[src/rtl/agc_gain_ctrl.sv]
// Window-peak AGC gain controller: tracks the peak |sample| over 2^WIN_LOG2 accepted samples and steps the gain code.
// Optional macro AGC_HYST_EN enables the +/-HYST deadband around target; without it the deadband is zero.
module agc_gain_ctrl #(
    parameter int WIN_LOG2    = 4,
    parameter int GAIN_INIT   = 32,
    parameter int ATTACK_STEP = 4,
    parameter int HYST        = 4
) (
    input  logic              clk,
    input  logic              rst_n,
    input  logic              clk_enable,
    input  logic signed [7:0] sample_in,
    input  logic              sample_valid,
    input  logic [6:0]        target,
    output logic [5:0]        gain,
    output logic              gain_valid,
    output logic              busy,
    output logic              sat
);

    localparam int            CW       = WIN_LOG2 + 1;
    localparam logic [CW-1:0] LAST_IDX = CW'((1 << WIN_LOG2) - 1);
`ifdef AGC_HYST_EN
    localparam bit            HYST_ON  = 1'b1;
`else
    localparam bit            HYST_ON  = 1'b0;
`endif
    localparam logic [7:0]    BAND     = HYST_ON ? 8'(HYST) : 8'd0;
    localparam logic [5:0]    STEP     = 6'(ATTACK_STEP);
    localparam logic [5:0]    G_INIT   = 6'(GAIN_INIT);

    typedef enum logic [1:0] {IDLE, ACCUM, DECIDE, UPDATE} state_t;

    state_t        state, state_next;
    logic [CW-1:0] count;
    logic [6:0]    peak;
    logic [5:0]    gain_q, gain_calc;
    logic          sat_q;
    logic [7:0]    abs_val;
    logic [6:0]    mag;
    logic [7:0]    thr_hi, thr_lo;
    logic          accept, last_accept;

    // Only -128 overflows the 7-bit magnitude, so it saturates to 127.
    assign abs_val     = sample_in[7] ? (~sample_in + 8'd1) : sample_in;
    assign mag         = abs_val[7] ? 7'h7F : abs_val[6:0];
    assign accept      = clk_enable && sample_valid && !busy;
    assign last_accept = accept && (count == LAST_IDX);

    always_ff @(posedge clk or negedge rst_n) begin
        if (!rst_n)
            state <= IDLE;
        else
            state <= state_next;
    end

    always_comb begin
        state_next = state;
        if (clk_enable) begin
            case (state)
                IDLE, ACCUM: begin
                    if (last_accept)
                        state_next = DECIDE;
                    else if (accept)
                        state_next = ACCUM;
                end
                DECIDE:  state_next = UPDATE;
                UPDATE:  state_next = ACCUM;
                default: state_next = IDLE;
            endcase
        end
    end

    // Thresholds carry an extra bit so target+BAND cannot wrap; the lower one floors at 0.
    always_comb begin
        thr_hi    = {1'b0, target} + BAND;
        thr_lo    = ({1'b0, target} > BAND) ? ({1'b0, target} - BAND) : 8'd0;
        gain_calc = gain_q;
        if ({1'b0, peak} > thr_hi)
            gain_calc = (gain_q > STEP) ? (gain_q - STEP) : 6'd0;
        else if ({1'b0, peak} < thr_lo)
            gain_calc = (gain_q == 6'd63) ? gain_q : (gain_q + 6'd1);
    end

    always_ff @(posedge clk or negedge rst_n) begin
        if (!rst_n) begin
            count  <= '0;
            peak   <= '0;
            gain_q <= G_INIT;
            sat_q  <= 1'b0;
        end else if (clk_enable) begin
            if (state == DECIDE) begin
                gain_q <= gain_calc;
                sat_q  <= (gain_calc == 6'd0) || (gain_calc == 6'd63);
                count  <= '0;
                peak   <= '0;
            end else if (accept) begin
                count <= count + 1'b1;
                if (mag > peak)
                    peak <= mag;
            end
        end
    end

    always_comb begin
        busy       = 1'b0;
        gain_valid = 1'b0;
        case (state)
            DECIDE:  busy = 1'b1;
            UPDATE: begin
                busy       = 1'b1;
                gain_valid = 1'b1;
            end
            default: ;
        endcase
    end

    assign gain = gain_q;
    assign sat  = sat_q;

endmodule

[config.mk]
export PLATFORM = sky130hd
export DESIGN_NAME = agc_gain_ctrl
export DESIGN_NICKNAME = d
export VERILOG_FILES = /design/src/rtl/agc_gain_ctrl.sv
export SDC_FILE = /design/constraint.sdc
export NUM_CORES = 1
export LEC_CHECK = 0
export CAP_MARGIN = 20
export CORE_ASPECT_RATIO = 1.1
export CORE_MARGIN = 1
export CORE_UTILIZATION = 40
export DETAILED_ROUTE_END_ITERATION = 12
export GPL_ROUTABILITY_DRIVEN = 0
export PLACE_DENSITY_LB_ADDON = 0.08
export SLEW_MARGIN = 10
export SYNTH_ARGS = -nofsm -noshare
export SYNTH_HDL_FRONTEND = slang
export SYNTH_SLANG_ARGS = --single-unit
[constraint.sdc]
create_clock -name clk -period 2.85 [get_ports clk]
set_input_delay 0.57 -clock clk [delete_from_list [all_inputs] [get_ports clk]]
set_output_delay 0.57 -clock clk [all_outputs]
set_load 0.05 [all_outputs]
==> results of run 1 <==
[cells in the mapped netlist (4+ instances only)]
| library cell | number |
|---|---|
| a21oi_1 | 16 |
| a22o_1 | 10 |
| a31oi_1 | 5 |
| clkbuf_1 | 8 |
| dfrtp_1 | 20 |
| ha_1 | 24 |
| inv_1 | 22 |
| nand2_1 | 18 |
| nand2b_1 | 4 |
| nand3_1 | 6 |
| nand4_1 | 4 |
| nor2_1 | 13 |
| nor2b_1 | 8 |
| nor3_1 | 6 |
| o21ai_0 | 9 |
[repair_timing]
action / CTS / global route
pin swaps: 32 / 22
setup buffers: 16 / 6
resized for setup: 45 / 32
endpoints found under the setup margin: 8 / 8
[worst paths after layout]
check                                      from                   end  cells after the start
setup / recovery                   sample_in[2]   peak[0]$_DFFE_PN0P_                     14
hold / removal             state[0]$_DFFE_PN0P_  state[0]$_DFFE_PN0P_                      1
setup reg to reg            peak[4]$_DFFE_PN0P_       sat$_DFFE_PN0P_                      9
hold reg to reg            state[0]$_DFFE_PN0P_  state[0]$_DFFE_PN0P_                      1
max in group asynchronous                 rst_n   gain[5]$_DFFE_PN1P_                      2
min in group asynchronous                 rst_n  state[0]$_DFFE_PN0P_                      2
[power by group]
group	internal (mW)	switching, mW	total [mW]
combinational	0.637	0.583	1.22
sequential	0.387	0.111	0.498
clock	0.0994	0.0925	0.192
[sequential cells by signal, summed over array words and instances, names as in the netlist]
signal  flops
sat         1
state       2
count       5
peak        7
gain        6
[layer usage]
metal / track usage (%) / vias up
li1: - / 972
met1: 26.6 / 908
met2: 37.6 / 34
met3: 2.33 / 6
met4: 4.26 / 0
met5: 0 / -
[kinds of logic after synthesis]
kind of cell,after synthesis,synth area share [%]
AO/OA/AOI/OAI,65,24.4
XOR/XNOR,4,1.87
adder cells (fa/ha/maj),24,16.1
buffers and inverters,30,6.02
flip-flops,21,28.2
multiplexers,2,1.20
AND/OR/NAND/NOR,78,22.2
[cell type report]
class / count / area (µm²)
Timing Repair Buffer: 83 / 691
Tap cell: 54 / 67.6
Inverter: 22 / 82.6
Fill cell: 374 / 1480
Clock buffer: 4 / 45.0
Multi-Input combinational cell: 173 / 1490
Sequential cell: 21 / 527
==> qor.csv, run 1 <==
stage,metric,value,unit
floorplan,die_h,73.7,µm
cts,ctsHoldBuffers,0,
cts,clkTransAtPathRegs,80,ps
sta,rsz0062_at_grt,yes,
place,place_hpwl,3420,µm
floorplan,rows,25,
synthesis,synth_cell_types,46,
cts,cts_tree,built,
cells_and_area,nets,347,
sta,setup_ws,33.8,ps
route,top_layer,met4,
cts,cts_buffer_depth,2,
worst_setup_path,critPathMostFrequentCell,buf_6,
sta,fmax,0.355,GHz
worst_setup_path,cp-end-kind,flip-flop,
cts,cts-root-buf,clkbuf_8,
sta,finalCritPeriodShare,98.8,%
route,ant_nets,0,
synthesis,ys_ff_latch,21,
cts,clkLatencyLatePin,260,ps
worst_setup_path,arrival,2980,ps
route,drtIter0Drc,51,
floorplan,die-area,4950,µm²
worst_setup_path,path_class,input port to flip-flop,
cells_and_area,finalInstanceArea,2900,µm²
place,io_buffers,27,
synthesis,synth.net_count,267,
synthesis,ys_top_cells_by_area,"dfrtp_1, ha_1, a22o_1, inv_1, a21oi_1",
route,wl_met1,2180,µm
route,first_pass_iters,4,
worst_setup_path,crit_path_start_kind,input port,
worst_setup_path,cpPeakStageDelay,410,ps
worst_setup_path,cpMaxStageDelayCell,or3_4,
grt,grt_pass1_wl,8050,µm
route,dr_wl_met2,2460,µm
synthesis,yosysTopAreaCell,dfrtp_1,
route,wl,4790,µm
place,placed_cells,333,
power_and_ir_drop,power_leakage,1.32,nW
sta,fin_tns_setup,0,ps
synthesis,synth_top_area_share,26.8,%
cells_and_area,final_common_cell,buf_4,
cts,cts.sink_count,21,
synthesis,synth_edf_count,0,
worst_setup_path,cp_cell_sequence,buf_6 -> or3_4 -> or3_4 -> a21boi_2 -> o22a_1 -> ha_4 -> nand3_4 -> buf_6 -> nor2_4 -> buf_6 -> nor4_4 -> buf_4 -> nand2b_1 -> o31ai_1,
route,vias,1920,
cells_and_area,post-route-util,66.2,%
synthesis,async_reset_ff_share,100,%
route,dr_wl_met3,111,µm
floorplan,fp.dieW,67.2,µm
grt,grt-ovfl-total,0,
sta,setup_viol,0,
grt,antenna_found_initial,0,
worst_setup_path,critPathMaxFanout,7,
floorplan,io_pins,28,
grt,grt_max_degree,22,
hold_path,hold_path_class,flip-flop to flip-flop,
place,placed_area,2470,µm²
cells_and_area,mostFrequentLayoutCells,"buf_4, dfrtp_1, nand2_1",
sta,hold_viol_final,0,
cells_and_area,num_antenna_cells,0,
grt,grt_usage,20.9,%
sta,fin_hold_ws,539,ps
worst_setup_path,reg2reg_slack,350,ps
cells_and_area,area_growth,55.1,%
power_and_ir_drop,total_power,1.91,mW
cts,h-tree-depth,1,
power_and_ir_drop,vdd_drop_max,0.324,mV
cts,numCtsBuffers,3,
synthesis,avgSynthCellArea,8.35,µm²
synthesis,ys_warn_count,0,
route,wl_per_cell,13.4,µm
cells_and_area,layout-drive-gt1-share,35.3,%
floorplan,coreArea,4380,µm²
synthesis,synth_area,1870,µm²
job,drv_cap,0,
sta,clock_skew,5.72,ps
route,drt-vias-per-instance,5.38,
worst_setup_path,crit_buf_inv,4,
sta,final-max-slew-violation-count,0,
floorplan,start_util,42.7,%
sta,relSlewSlack,55.0,%
synthesis,synth_cells,224,
worst_setup_path,cp_top_family,simple AND/OR/NAND/NOR gates,
sta,period_minus_slack,2820,ps
place,place_ws,-619,ps
synthesis,ys.flop_type,dfrtp_1,
grt,grt_pass1_vias,1862,
route,drcViolationCount,0,
synthesis,seq_area_frac_synth,28.2,%
sta,tightest_slew,671,ps
worst_setup_path,required,3010,ps
outcome,outcome,"complete, no violations",
cells_and_area,stdcell_count,357,
power_and_ir_drop,power.density,659,nW/µm²
No activity file was read; power rests on OpenSTA's default activity.
==> run 2: changes to the inputs <==
Settings changed: CELL_PAD_IN_SITES_DETAIL_PLACEMENT set to 0, CELL_PAD_IN_SITES_GLOBAL_PLACEMENT set to 1, PLACE_DENSITY set to 0.87, PLACE_DENSITY_LB_ADDON 0.08 to not set.
==> run 2 against run 1 <==
The run now ends with negative setup slack left. Count of clock-buffer cells in the layout decreased by 1. Final cell count increased by 1.1%. Non-clock buffer count increased by 4. Sequential power about the same. Worst setup slack got worse by 50 ps. Total power increased by 2.9%. Routed wire length increased by 11%. Worst hold slack got worse by 2.9 ps. Design area increased by 1.3%. Critical path depth decreased by 2. Fmax decreased by 1.7%. First-iteration DRC count increased by 71%. Largest cell class unchanged. Highest routed layer unchanged.
==> qor.csv, run 2 (same netlist as run 1, synthesis figures left out) <==
stage,metric,value,unit
sta,setup_ws,-15.8,ps
worst_setup_path,reg2reg_depth,9,
cts,cts_buffer_depth,2,
sta,rsz0062_at_grt,yes,
route,vias,1998,
worst_setup_path,cp_num_cells,12,
power_and_ir_drop,power_leakage,1.33,nW
floorplan,start_util,42.7,%
place,io_buffers,27,
sta,clock_skew,1.69,ps
worst_setup_path,critPathMaxFanout,6,
worst_setup_path,cpPeakStageDelay,410,ps
cells_and_area,nets,351,
floorplan,die_h,73.7,µm
job,drv_cap,0,
worst_setup_path,cpMaxStageDelayCell,or3_4,
power_and_ir_drop,total_power,1.97,mW
cts,h-tree-depth,1,
sta,period_minus_slack,2870,ps
floorplan,io_pins,28,
route,wl,5300,µm
route,wl_per_cell,14.7,µm
worst_setup_path,crit_buf_inv,3,
cells_and_area,layout-drive-gt1-share,38.4,%
worst_setup_path,worstSetupStartpoint,sample_in[3],
cts,numCtsBuffers,3,
sta,finalCritPeriodShare,101,%
grt,grt_max_degree,22,
cells_and_area,largest_reg_flops,7,
floorplan,coreArea,4380,µm²
power_and_ir_drop,power.density,669,nW/µm²
sta,setup_viol,3,
sta,fmax,0.349,GHz
sta,fin_hold_ws,536,ps
outcome,violations,negative setup slack,
cells_and_area,area_growth,57.1,%
sta,final-max-slew-violation-count,0,
cts,clkTransAtPathRegs,80,ps
cells_and_area,n_fill_cell,343,
outcome,outcome,"complete, but fails checks",
grt,grt_pass1_vias,1932,
sta,hold_viol_final,0,
floorplan,rows,25,
floorplan,die-area,4950,µm²
cells_and_area,largest_register,peak,
grt,grt_usage,22.5,%
place,place_hpwl,3370,µm
floorplan,fp.dieW,67.2,µm
worst_setup_path,r2r-start,peak[4]$_DFFE_PN0P_,
power_and_ir_drop,vdd_drop_max,0.265,mV
route,drtIter0Drc,87,
worst_setup_path,required,3000,ps
worst_setup_path,arrival,3020,ps
route,drt-vias-per-instance,5.53,
cts,cts.sink_count,21,
grt,grt_pass1_wl,8400,µm
cells_and_area,num_antenna_cells,0,
sta,relSlewSlack,64.3,%
hold_path,holdPathStages,1,
cts,clkLatencyLatePin,270,ps
route,drcViolationCount,0,
worst_setup_path,path_class,input port to flip-flop,
hold_path,hold_path_class,flip-flop to flip-flop,
hold_path,hp-start,state[0]$_DFFE_PN0P_,
worst_setup_path,cp_cell_sequence,buf_6 -> or3_4 -> or3_4 -> a21boi_1 -> o22a_1 -> ha_4 -> buf_4 -> a21oi_2 -> o21a_4 -> nor4_4 -> buf_4 -> a22o_1,
worst_setup_path,cp_top_family,compound AO/OA/AOI/OAI gates,
grt,antenna_found_initial,0,
route,ant_nets,0,
cells_and_area,mostFrequentLayoutCells,"buf_4, dfrtp_1, nand2_1",
cts,cts_tree,built,
worst_setup_path,cp-end-kind,flip-flop,
cells_and_area,final_common_cell,buf_4,
sta,tightest_slew,531,ps
grt,grt-ovfl-total,0,
worst_setup_path,crit_path_start_kind,input port,
route,first_pass_iters,4,
cts,cts-root-buf,clkbuf_8,
[run 2: cell count changes in the layout (fill, tap and decap cells not counted), sizes merged]
cell,delta
clkdlybuf4s15,-1
clkinv,+1
buf,+4
clkdlybuf4s50,-1
dlygate4sd2,+1
[run 2: cell type report]
class	instances	area (µm²)	share of cell area [%]
multi-input combinational	173	1490	50.8
inverter	22	82.6	2.81
clock inverter	1	5.00	0.170
tap	54	67.6	2.30
timing repair buffer	87	722	24.6
clock buffer	3	41.3	1.41
sequential	21	527	17.9
[run 2: power by group]
group | leakage (nW) | total, mW | switching (mW) | internal [mW]
sequential | 0.258 | 0.496 | 0.108 | 0.387
combinational | 1.05 | 1.27 | 0.615 | 0.657
clock | 0.0255 | 0.198 | 0.101 | 0.0977
total | 1.33 | 1.97 | 0.824 | 1.14
[run 2: final timing paths]
kind | endpoint | slack, ps
min reg2reg | state[0]$_DFFE_PN0P_ | 540
max | peak[4]$_DFFE_PN0P_ | -20
min in group asynchronous | peak[4]$_DFFE_PN0P_ | 630
max reg2reg | sat$_DFFE_PN0P_ | 390
min | state[0]$_DFFE_PN0P_ | 540
max in group asynchronous | gain[5]$_DFFE_PN1P_ | 1950
[run 2: metal layers]
layer / wire length, µm / track usage (%) / vias to the layer above
met3: 126 / 1.24 / 11
li1: - / - / 979
met2: 2870 / 42.7 / 49
met1: 2190 / 25.8 / 959
met5: 0 / 0 / -
met4: 110 / 8.27 / 0
[run 2: repair_timing]
item	CTS	global route
hold buffers	0	0
endpoints found under the setup margin	8	8
gates resized for setup	60	26
pin swaps	37	23
buffers inserted	29	1
[run 2: worst register-to-register path, stage by stage, from the launching register on]
cell      delay (ps)
dfrtp_1          430
ha_4             250
a211oi_2         200
nor2_2            70
o31ai_4          320
nor4_2            80
a31o_1           190
a211o_1          300
or3_1            320
o31ai_1          210
[run 2: stage by stage]
step                      instances  setup slack [ps]  setup TNS, ps  cell area (µm²)  util [%]
after floorplan                 224              1.56              0             1890         -
after global placement          327              -544          -4440             2420      55.4
after detailed placement        327              -663          -5100             2420      55.4
after CTS                       360             0.847              0             2830      64.5
after global routing            361             -64.9           -225             2940      67.1
final                           361             -15.8          -21.6             2940      67.1
==> run 3: changes to the inputs <==
Settings changed: CORE_UTILIZATION 40 to 37, PLACE_DENSITY 0.87 to 0.85.
Clock period 2.85 ns to 2.4 ns, I/O delays scaled along.
==> run 3 against run 2 <==
The flow still finishes with violations (negative setup slack). Routed wire length shrank 12%. Core utilization decreased by 6.6 points. Design area shrank 2.3%. Clock power rose by 15%. Non-clock buffer count decreased by 12. Register-to-register slack got worse by 380 ps. Clock skew hardly changed. Critical path depth increased by 2. Critical path type unchanged.
==> qor.csv, run 3 (same netlist as run 1, synthesis figures left out) <==
stage,metric,value,unit
worst_setup_path,critPathMaxFanout,6,
route,wl_per_cell,13.3,µm
power_and_ir_drop,power_leakage,1.26,nW
cts,ctsHoldBuffers,0,
cells_and_area,largest_reg_flops,7,
sta,rsz0062_at_grt,yes,
floorplan,io_pins,28,
cts,h-tree-depth,1,
floorplan,start_util,39.4,%
worst_setup_path,required,2550,ps
cells_and_area,layout-drive-gt1-share,36.3,%
worst_setup_path,reg2reg_slack,10,ps
sta,tightest_slew,581,ps
route,dr_wl_met3,85,µm
route,drtIter0Drc,71,
cells_and_area,post-route-util,60.4,%
sta,fmax,0.368,GHz
place,io_buffers,27,
cells_and_area,mostFrequentLayoutCells,"buf_4, dfrtp_1, nand2_1",
route,wl,4670,µm
cells_and_area,n_fill_cell,424,
cts,clkTransAtPathRegs,70,ps
grt,grt-ovfl-total,0,
grt,grt_max_degree,22,
place,place_ws,-945,ps
floorplan,fp.dieW,69.8,µm
sta,hold_viol_final,0,
grt,grt_pass1_vias,1917,
sta,setup_ws,-317,ps
cts,numCtsBuffers,3,
worst_setup_path,arrival,2860,ps
worst_setup_path,cp-end-kind,flip-flop,
sta,relSlewSlack,61.0,%
outcome,violations,negative setup slack,
grt,grt_pass1_wl,8340,µm
floorplan,coreArea,4750,µm²
route,first_pass_iters,4,
cts,cts.sink_count,21,
cells_and_area,nets,339,
cts,clkLatencyLatePin,260,ps
place,placed_cells,341,
power_and_ir_drop,total_power,2.35,mW
cts,cts-root-buf,clkbuf_8,
cells_and_area,final_common_cell,buf_4,
floorplan,rows,26,
route,dr_wl_met2,2490,µm
cells_and_area,stdcell_count,351,
route,vias,1867,
route,wl_met1,2000,µm
cells_and_area,area_growth,53.5,%
route,drt-vias-per-instance,5.32,
route,drcViolationCount,0,
sta,final-max-slew-violation-count,0,
hold_path,hold_path_class,flip-flop to flip-flop,
grt,grt_usage,18.9,%
cts,cts_tree,built,
sta,finalCritPeriodShare,113,%
sta,setup_viol,8,
power_and_ir_drop,power.density,818,nW/µm²
cells_and_area,largest_register,peak,
cells_and_area,num_antenna_cells,0,
route,top_layer,met4,
power_and_ir_drop,vdd_drop_max,0.262,mV
floorplan,die_h,76.5,µm
worst_setup_path,path_class,input port to flip-flop,
worst_setup_path,crit_path_start_kind,input port,
place,place_hpwl,3460,µm
route,ant_nets,0,
grt,antenna_found_initial,0,
cts,cts_buffer_depth,2,
sta,clock_skew,1.50,ps
job,drv_cap,0,
sta,period_minus_slack,2720,ps
floorplan,die-area,5340,µm²
outcome,outcome,"complete, but fails checks",
==> run 3: final timing paths <==
| path | start | end | cells past startpoint |
|---|---|---|---|
| worst max-delay path | sample_in[4] | peak[6]$_DFFE_PN0P_ | 14 |
| worst min-delay path | state[0]$_DFFE_PN0P_ | state[0]$_DFFE_PN0P_ | 1 |
| worst max register to register | peak[5]$_DFFE_PN0P_ | sat$_DFFE_PN0P_ | 10 |
| worst min register to register | state[0]$_DFFE_PN0P_ | state[0]$_DFFE_PN0P_ | 1 |
| max in group asynchronous | rst_n | gain[5]$_DFFE_PN1P_ | 2 |
| min in group asynchronous | rst_n | gain[1]$_DFFE_PN0P_ | 2 |
==> run 3: area by class of cell <==
type,instances,area [µm²],area share (%)
multi-input cells,173,1520,52.8
repair buffers,75,629,21.9
flip-flops and latches,21,527,18.4
inverters,22,82.6,2.88
well taps,56,70.1,2.44
clock buffers,4,45.0,1.57
==> run 3: power by group <==
group	switching, mW	leakage [nW]	internal (mW)
registers	0.111	0.258	0.460
clock network	0.110	0.0228	0.118
logic	0.728	0.978	0.821
total	0.949	1.26	1.40
==> run 3: timing repair <==
item / CTS / global route
buffers inserted: 4 / 3
pin swaps: 26 / 12
resized for setup: 61 / 10
endpoints found under the setup margin: 12 / 8
==> run 3: critical path, stage by stage <==
cell and delay [ps]:
buf_6 90, or3_4 410, nor3_4 240, nand3_2 130
o211ai_1 160, ha_1 210, nor2b_4 130, o21ai_1 60
nand2b_1 90, a21oi_2 60, o21a_2 250, nor3_4 240
nor2_4 70, a22o_1 240
==> run 3: per-stage QoR <==
stage                     TNS, ps  cell area, µm²  hold WS [ps]
after floorplan             -1840            1950           184
after global placement      -8890            2580           503
after detailed placement    -9150            2580           528
after CTS                   -1820            2810           546
after global routing        -3140            2870           570
final                       -2030            2870           544
==> run 3: layer usage <==
metal,vias up,GRT usage (%)
li1,960,-
met4,0,6.80
met2,33,34.7
met1,865,22.6
met5,-,0
met3,9,1.72
